## config.mk

```make
export PLATFORM = sky130hd
export DESIGN_NAME = dec_counter
export DESIGN_NICKNAME = d
export VERILOG_FILES = /design/src/rtl/dec_counter.sv
export SDC_FILE = /design/constraint.sdc
export NUM_CORES = 1
export LEC_CHECK = 0
export ABC_AREA = 1
export BUFFER_PORTS_ARGS = -buffer_cell sky130_fd_sc_hd__buf_2
export CORE_MARGIN = 1
export CORE_UTILIZATION = 51
export CTS_CLUSTER_DIAMETER = 30
export DETAILED_ROUTE_END_ITERATION = 12
export GPL_TIMING_DRIVEN = 0
export PLACE_DENSITY = 0.75
export SLEW_MARGIN = 20
export SYNTH_ARGS = -nofsm -noshare
export SYNTH_HDL_FRONTEND = slang
export SYNTH_SLANG_ARGS = --single-unit
```

## constraint.sdc

```tcl
create_clock -name clk_i -period 2.83 [get_ports clk_i]
set_clock_uncertainty 0.15 [all_clocks]
set_input_delay 0.283 -clock clk_i [delete_from_list [all_inputs] [get_ports clk_i]]
set_output_delay 0.283 -clock clk_i [all_outputs]
set_load 0.01 [all_outputs]
```

## src/rtl/dec_counter.sv

```systemverilog
// dec_counter: loadable down-counter/timer with runtime step, saturating
// (ONESHOT) or auto-reloading (RELOAD) terminal behaviour and a one-cycle
// registered terminal-count pulse.
// Optional build macro: LAU_DEC_COUNTER_PRESCALE_EN adds pres_i and an
// internal prescaler so only every (pres_i+1)-th enabled RUN cycle decrements.

package lau_pkg;
  typedef enum logic {SLOW = 1'b0, FAST = 1'b1} speed_e;
endpackage

module dec_counter #(
  parameter int              width     = 8,
  parameter int              stepWidth = 1,
  parameter lau_pkg::speed_e speed     = lau_pkg::FAST
`ifdef LAU_DEC_COUNTER_PRESCALE_EN
  ,
  localparam int             presWidth = 4
`endif
) (
  input  logic                 clk_i,
  input  logic                 rst_i,
  input  logic                 load_i,
  input  logic [width-1:0]     value_i,
  input  logic                 mode_i,
  input  logic                 en_i,
  input  logic [stepWidth-1:0] step_i,
`ifdef LAU_DEC_COUNTER_PRESCALE_EN
  input  logic [presWidth-1:0] pres_i,
`endif
  output logic [width-1:0]     cnt_o,
  output logic                 zero_o,
  output logic                 tc_o,
  output logic                 busy_o
);

  typedef enum logic {IDLE = 1'b0, RUN = 1'b1} state_e;

  state_e             state_r, state_s;
  logic [width-1:0]   cnt_r, cnt_s;
  logic [width-1:0]   reload_r, reload_s;
  logic               mode_r, mode_s;
  logic               tc_r, tc_s;
  logic [width-1:0]   step_ext_s;
  logic [width-1:0]   dec_s;
  logic               tick_s;

`ifdef LAU_DEC_COUNTER_PRESCALE_EN
  logic [presWidth-1:0] pres_cnt_r, pres_cnt_s;
`endif

  // Zero-extend the step to the counter width.
  always_comb begin
    step_ext_s                  = {width{1'b0}};
    step_ext_s[stepWidth-1:0]   = step_i;
  end

  // Decremented count: dedicated cnt-1 logic for unit steps, general subtract otherwise.
  generate
    if (stepWidth == 1) begin : g_unit
      if (speed == lau_pkg::FAST) begin : g_fast
        logic [width-1:0] zpre_s;
        // Parallel prefix AND of the zero bits gives each bit's borrow-in in log depth.
        always_comb begin
          zpre_s = ~cnt_r;
          for (int s = 1; s < width; s = s * 2) begin
            for (int i = width - 1; i >= 0; i--) begin
              if (i >= s) begin
                zpre_s[i] = zpre_s[i] & zpre_s[i-s];
              end else begin
                zpre_s[i] = zpre_s[i];
              end
            end
          end
          dec_s = cnt_r ^ {zpre_s[width-2:0], 1'b1};
        end
      end else begin : g_slow
        logic borrow_s;
        // Ripple-borrow decrement by one.
        always_comb begin
          borrow_s = 1'b1;
          dec_s    = {width{1'b0}};
          for (int i = 0; i < width; i++) begin
            dec_s[i] = cnt_r[i] ^ borrow_s;
            borrow_s = borrow_s & ~cnt_r[i];
          end
        end
      end
    end else begin : g_multi
      // Multi-bit step subtract; only used when cnt exceeds the step, so never wraps.
      always_comb begin
        dec_s = cnt_r - step_ext_s;
      end
    end
  endgenerate

`ifdef LAU_DEC_COUNTER_PRESCALE_EN
  // Decrement only on the (pres_i+1)-th enabled RUN cycle since the last clear.
  always_comb begin
    tick_s = (pres_cnt_r == pres_i);
  end
`else
  // Without prescaling every enabled RUN cycle is a decrement event.
  always_comb begin
    tick_s = 1'b1;
  end
`endif

  // Next-state logic: load beats count; terminal count saturates or reloads.
  always_comb begin
    state_s  = state_r;
    cnt_s    = cnt_r;
    reload_s = reload_r;
    mode_s   = mode_r;
    tc_s     = 1'b0;
`ifdef LAU_DEC_COUNTER_PRESCALE_EN
    pres_cnt_s = pres_cnt_r;
`endif
    if (load_i) begin
      cnt_s    = value_i;
      reload_s = value_i;
      mode_s   = mode_i;
      state_s  = (value_i != {width{1'b0}}) ? RUN : IDLE;
`ifdef LAU_DEC_COUNTER_PRESCALE_EN
      pres_cnt_s = {presWidth{1'b0}};
`endif
    end else if ((state_r == RUN) && en_i) begin
      if (!tick_s) begin
`ifdef LAU_DEC_COUNTER_PRESCALE_EN
        pres_cnt_s = pres_cnt_r + {{(presWidth-1){1'b0}}, 1'b1};
`endif
      end else begin
`ifdef LAU_DEC_COUNTER_PRESCALE_EN
        pres_cnt_s = {presWidth{1'b0}};
`endif
        if (step_ext_s == {width{1'b0}}) begin
          cnt_s = cnt_r;
        end else if (cnt_r > step_ext_s) begin
          cnt_s = dec_s;
        end else begin
          tc_s = 1'b1;
          case (mode_r)
            1'b1: begin
              cnt_s = reload_r;
            end
            1'b0: begin
              cnt_s   = {width{1'b0}};
              state_s = IDLE;
            end
            default: begin
              cnt_s   = {width{1'b0}};
              state_s = IDLE;
            end
          endcase
        end
      end
    end else begin
      tc_s = 1'b0;
    end
  end

  // State registers with synchronous reset.
  always_ff @(posedge clk_i) begin
    if (rst_i) begin
      state_r  <= IDLE;
      cnt_r    <= {width{1'b0}};
      reload_r <= {width{1'b0}};
      mode_r   <= 1'b0;
      tc_r     <= 1'b0;
`ifdef LAU_DEC_COUNTER_PRESCALE_EN
      pres_cnt_r <= {presWidth{1'b0}};
`endif
    end else begin
      state_r  <= state_s;
      cnt_r    <= cnt_s;
      reload_r <= reload_s;
      mode_r   <= mode_s;
      tc_r     <= tc_s;
`ifdef LAU_DEC_COUNTER_PRESCALE_EN
      pres_cnt_r <= pres_cnt_s;
`endif
    end
  end

  assign cnt_o  = cnt_r;
  assign zero_o = (cnt_r == {width{1'b0}});
  assign tc_o   = tc_r;
  assign busy_o = (state_r == RUN);

endmodule

```

### Word level (Yosys, flattened, before mapping)

Cells that the tools add are included.

| word-level totals | value |
|---|---|
| input bits | 14 |
| output and inout bits | 11 |
| logic and storage cells | 47 |
| flip-flop bits (word level) | 19 |

| operators by class | value |
|---|---|
| reduce and logical (&&, ||, !) cells | 8 |
| bitwise operators | 18 |
| order comparisons | 1 |
| multiplexer cells | 12 |
| eq/ne operators | 3 |

Operators with widths:

| cell | count |
|---|---|
| 2-to-1 mux 8 bit | 4 |
| zero test 8 bit | 2 |
| case mux 8 bit (2 select lines) | 1 |
| AND 1 bit | 14 |
| > comparator 8 x 1 -> 1 bit | 1 |
| nonzero test 8 bit | 1 |
| XOR 8 bit | 1 |
| 2-to-1 mux 1 bit | 7 |
| inverter 7 bit | 1 |
| != test 2 bit (second input constant) | 3 |
| AND reduction 4 bit | 1 |
| OR reduction 4 bit | 1 |
| inverter 1 bit | 2 |
| AND reduction 2 bit | 1 |
| nonzero test 2 bit | 1 |
| logical AND 1 bit | 1 |

### Logic depth before layout (Yosys ltp)

| logic depth | value |
|---|---|
| depth after elaboration | 9 |
| depth in mapped cells | 12 |

### Worst setup path after synthesis

No wires, ideal clock.

| timing path | value |
|---|---|
| kind | reg-to-reg |
| from | register cnt_r[0], in the netlist cnt_o[0] |
| to | register cnt_r[7], in the netlist cnt_o[7] |
| data arrival time | 1334 ps |
| slack | 1237 ps |
| data required time | 2571 ps |
| clock period less this slack | 1593 ps |
| cell stages (with the launch flop) | 12 |
| path through | dfxtp_1 inv_1 ha_1 inv_1 nand2_1 nand3_4 nor2_8 nor2_1 nand3_1 nand3_1 nand2_1 inv_1 |

| on the way | value |
|---|---|
| word-level cells in the longest chain between the ends | 8 |
| elaborated cells on any way between the ends | 9 |

Ends and longest elaborated chain:

| element | RTL line | text |
|---|---|---|
| start, declared | 39 | `logic [width-1:0] cnt_r, cnt_s;` |
| start signal, assigned | 165 | `cnt_r <= {width{1'b0}};` |
| start signal, assigned | 174 | `cnt_r <= cnt_s;` |
| parallel branches: the longest is 4 deep, another holds > comparator 8 x 1 -> 1 bit | n/a |  |
| 2-to-1 mux 8 bit * | 137 | `end else if (cnt_r > step_ext_s) begin` |
| 2-to-1 mux 8 bit * | 135 | `if (step_ext_s == {width{1'b0}}) begin` |
| 2-to-1 mux 8 bit * | 126 | `end else if ((state_r == RUN) && en_i) begin` |
| 2-to-1 mux 8 bit * | 118 | `if (load_i) begin` |

Every way passes the cells marked *. The select of a mux whose other input is x is not followed.
A chain may end at the register's enable or synchronous reset.

### Worst setup path in the final report

| timing path | value |
|---|---|
| from | register cnt_r[1], in the netlist cnt_o[1] |
| to | output port zero_o |

| on the way | value |
|---|---|
| word-level cells in the longest chain between the ends | 1 |

Ends and longest elaborated chain:

| element | RTL line | text |
|---|---|---|
| zero test 8 bit | 185 | `assign zero_o = (cnt_r == {width{1'b0}});` |
| end, declared | 31 | `output logic zero_o,` |

Every way passes these cells.

==> flow_summary_export.csv <==
group,metric,value,unit
timing,worst_pin_slew,0.5199,ns
placement,routabilityCongestion,0.8943,
clock_network,cts_tree,"yes",
timing,rsz0062_at_grt,"no",
drt,via_per_inst,5.051,
logic_synthesis,synth-main-ff-cell,"dfxtp_1",
global_routing,grt_max_degree,11,
floorplanning,die_h,48.49,um
drt,drc,0,
logic_synthesis,synthMostInstantiatedCell,"nand2_1",
worst_setup_path,critPathCaptureType,"primary output",
logic_synthesis,yosys.area.top_type_share,34.51,%
run_status,status,"completed",
logic_synthesis,syn_nets,178,
worst_setup_path,path_class,"register to primary output",
worst_setup_path,r2r-end,"cnt_o[7]",
drt,dr.pass1.iters,4,
worst_setup_path,r2r_cells,12,
logic_synthesis,async_flop_share,0,%
global_routing,antenna_found_initial,0,
clock_network,numCtsBuffers,3,
logic_synthesis,ys_seq_area_share,34.51,%
logic_synthesis,synth-edff-count,0,
clock_network,path_clk_slew,0.10,ns
worst_setup_path,critPathArrivalTime,1.41,ns
worst_setup_path,cp-startpoint,"cnt_o[1]",
drt,vias,1096,
layout,antenna_cells,0,
logic_synthesis,synth.top_cells.by_count,"39 x nand2_1, 19 x dfxtp_1, 18 x nor2_1",
timing,final.min_clock_period,1.840,ns
min_path,min_delay_path_depth,2,
floorplanning,ios,25,
logic_synthesis,syn_avg_cell_area,6.804,um2
layout,fin_nets,207,
timing,setup_tns,0,ns
global_routing,grt_pass1_vias,1002,
clock_network,clock-sinks,19,
placement,place_ws,1.088,ns
global_routing,grt_pass1_wl,4367,um
logic_synthesis,synth.area.top_cells,"dfxtp_1 35%, nand2_1 13%, a21oi_1 6.4%",
pwr,p_leak,0.0006504,uW
drt,drtAntennaViolNets,0,
floorplanning,die-area,2351,um2
floorplanning,initial_core_util,55.06,%
layout,synthToLayoutAreaGrowth,16.35,%
worst_setup_path,required,2.40,ns
placement,placed_cell_area,1256,um2
clock_network,clk_latency,0.30,ns
logic_synthesis,ys_ff_latch,19,
timing,period_share,65.02,%
logic_synthesis,ys_types,26,
timing,holdWs,0.03414,ns
timing,slew_headroom,65.34,%
layout,drive_above_1_share,22.11,%
worst_setup_path,rrSetupSlack,1.08,ns
clock_network,post_cts_buffers,0,
global_routing,grt.overflow.total,0,
min_path,hold_class,"primary input to register",
worst_setup_path,r2r-start,"cnt_o[0]",
clock_network,cts_resized,0,
timing,hold_violations,0,
pwr,vdd_drop_max,0.2756,mV
drt,first_iter_violations,26,
logic_synthesis,synth_area_leader_cell,"dfxtp_1",
clock_network,cts-htree-levels,1,
worst_setup_path,cp_max_fo,4,
floorplanning,num_rows,16,
timing,finalSetupViolCount,0,
placement,dp_hpwl,2085,um
logic_synthesis,synth_cells,162,
min_path,worstHoldEndpoint,"reload_r[7]",
drt,wl,2672,um
global_routing,grt_usage,24.28,%
timing,clock.fmax,543.4,MHz
timing,maxSlewViolCount,0,
floorplanning,die_x,48.49,um
worst_setup_path,cp-start-kind,"register",
logic_synthesis,yosys_warnings,0,
logic_synthesis,syn_area,1102,um2
drt,routedWlPerCell,12.31,um
clock_network,clockRootBuffer,"clkbuf_4",
floorplanning,core_area,2002,um2
clock_network,cts_buffer_depth,2,
job,maxCapViolCount,0,
timing,setup_ws,0.9899,ns
placement,portBuffers,24,
pwr,p_per_area,495.0,nW/um2
clock_network,cts_hold_buf,0,
layout,fin_area,1282,um2
min_path,min_from,"rst_i",
layout,final_util,64.06,%
layout by cell type, fill, tap and decap left out:
master	instances
a21oi_1	14
a21oi_2	1
buf_1	1
buf_2	25
clkbuf_1	2
clkbuf_4	3
dfxtp_1	19
ha_1	2
inv_1	17
inv_2	1
nand2_1	39
nand2_2	3
nand2_4	2
nand3_1	12
nand3_2	1
nand3_4	1
nand4_1	5
nor2_1	18
nor2_2	2
nor2_4	2
nor2_8	1
nor3_1	1
nor4_1	1
o21ai_0	10
o21ai_1	3
o21bai_1	2
xor2_1	2
worst max-delay path by stage:
| stage | to | slack, ns |
|---|---|---|
| 2_1_floorplan | cnt_o[7] | 1.24 |
| 4_1_cts | zero_o | 0.97 |
| 6_report | zero_o | 0.99 |
| 3_5_place_dp | cnt_o[7] | 1.09 |
| 3_3_place_gp | cnt_o[7] | 1.15 |
| 5_1_grt | zero_o | 0.87 |
metal layers:
| metal | GRT usage [%] | vias to the layer above | routed length, um |
|---|---|---|---|
| li1 | - | 589 | - |
| met1 | 32.48 | 467 | 1256 |
| met2 | 41.08 | 36 | 1257 |
| met3 | 2.830 | 4 | 137 |
| met4 | 7.353 | 0 | 20 |
| met5 | 0 | - | 0 |
critical path, stage by stage (launching register included):
cell,delay [ns]
dfxtp_1,0.35
inv_1,0.15
ha_1,0.25
nand2_1,0.13
nor2_1,0.11
buf_2,0.13
logic make-up (layout without fill, tap and decap cells):
| logic type | Yosys count | count (layout) | synth area share [%] |
|---|---|---|---|
| adders and majority gates | 2 | 2 | 2.270 |
| xor gates and xnor gates | 2 | 2 | 1.589 |
| and+or+nand+nor | 88 | 88 | 39.95 |
| buffers and inverters | 21 | 49 | 7.263 |
| DFF | 19 | 19 | 34.51 |
| AOI/OAI and AO/OA | 30 | 30 | 14.42 |
final cells by class:
class,instances,area [um2]
repair buffers,24,120.1
fillers,207,719.4
well taps,27,33.78
flip-flops and latches,19,380.4
clock buffers,4,26.28
inverters,18,67.56
multi-input cells,122,641.9
plain buffers,3,12.51
metrics by stage:
step,std cells,power (uW)
global placement,213,496.2
floorplan,162,445.7
global route,217,676.9
finish,217,634.8
detailed placement,213,502.7
CTS,217,639.6
registers in the layout (all words and copies together) (netlist names):
name / cells
cnt_o: 8
mode_r: 1
reload_r: 8
tc_o: 1
busy_o: 1
report_power, final:
part           internal, uW  leakage, uW  switching, uW  total, uW
clock                  54.9    0.0000150           81.9        137
combinational          71.3     0.000478            125        196
sequential              285     0.000157           17.0        302
total                   411     0.000650            223        635
Note: power is estimated with default switching activity, not from simulation.
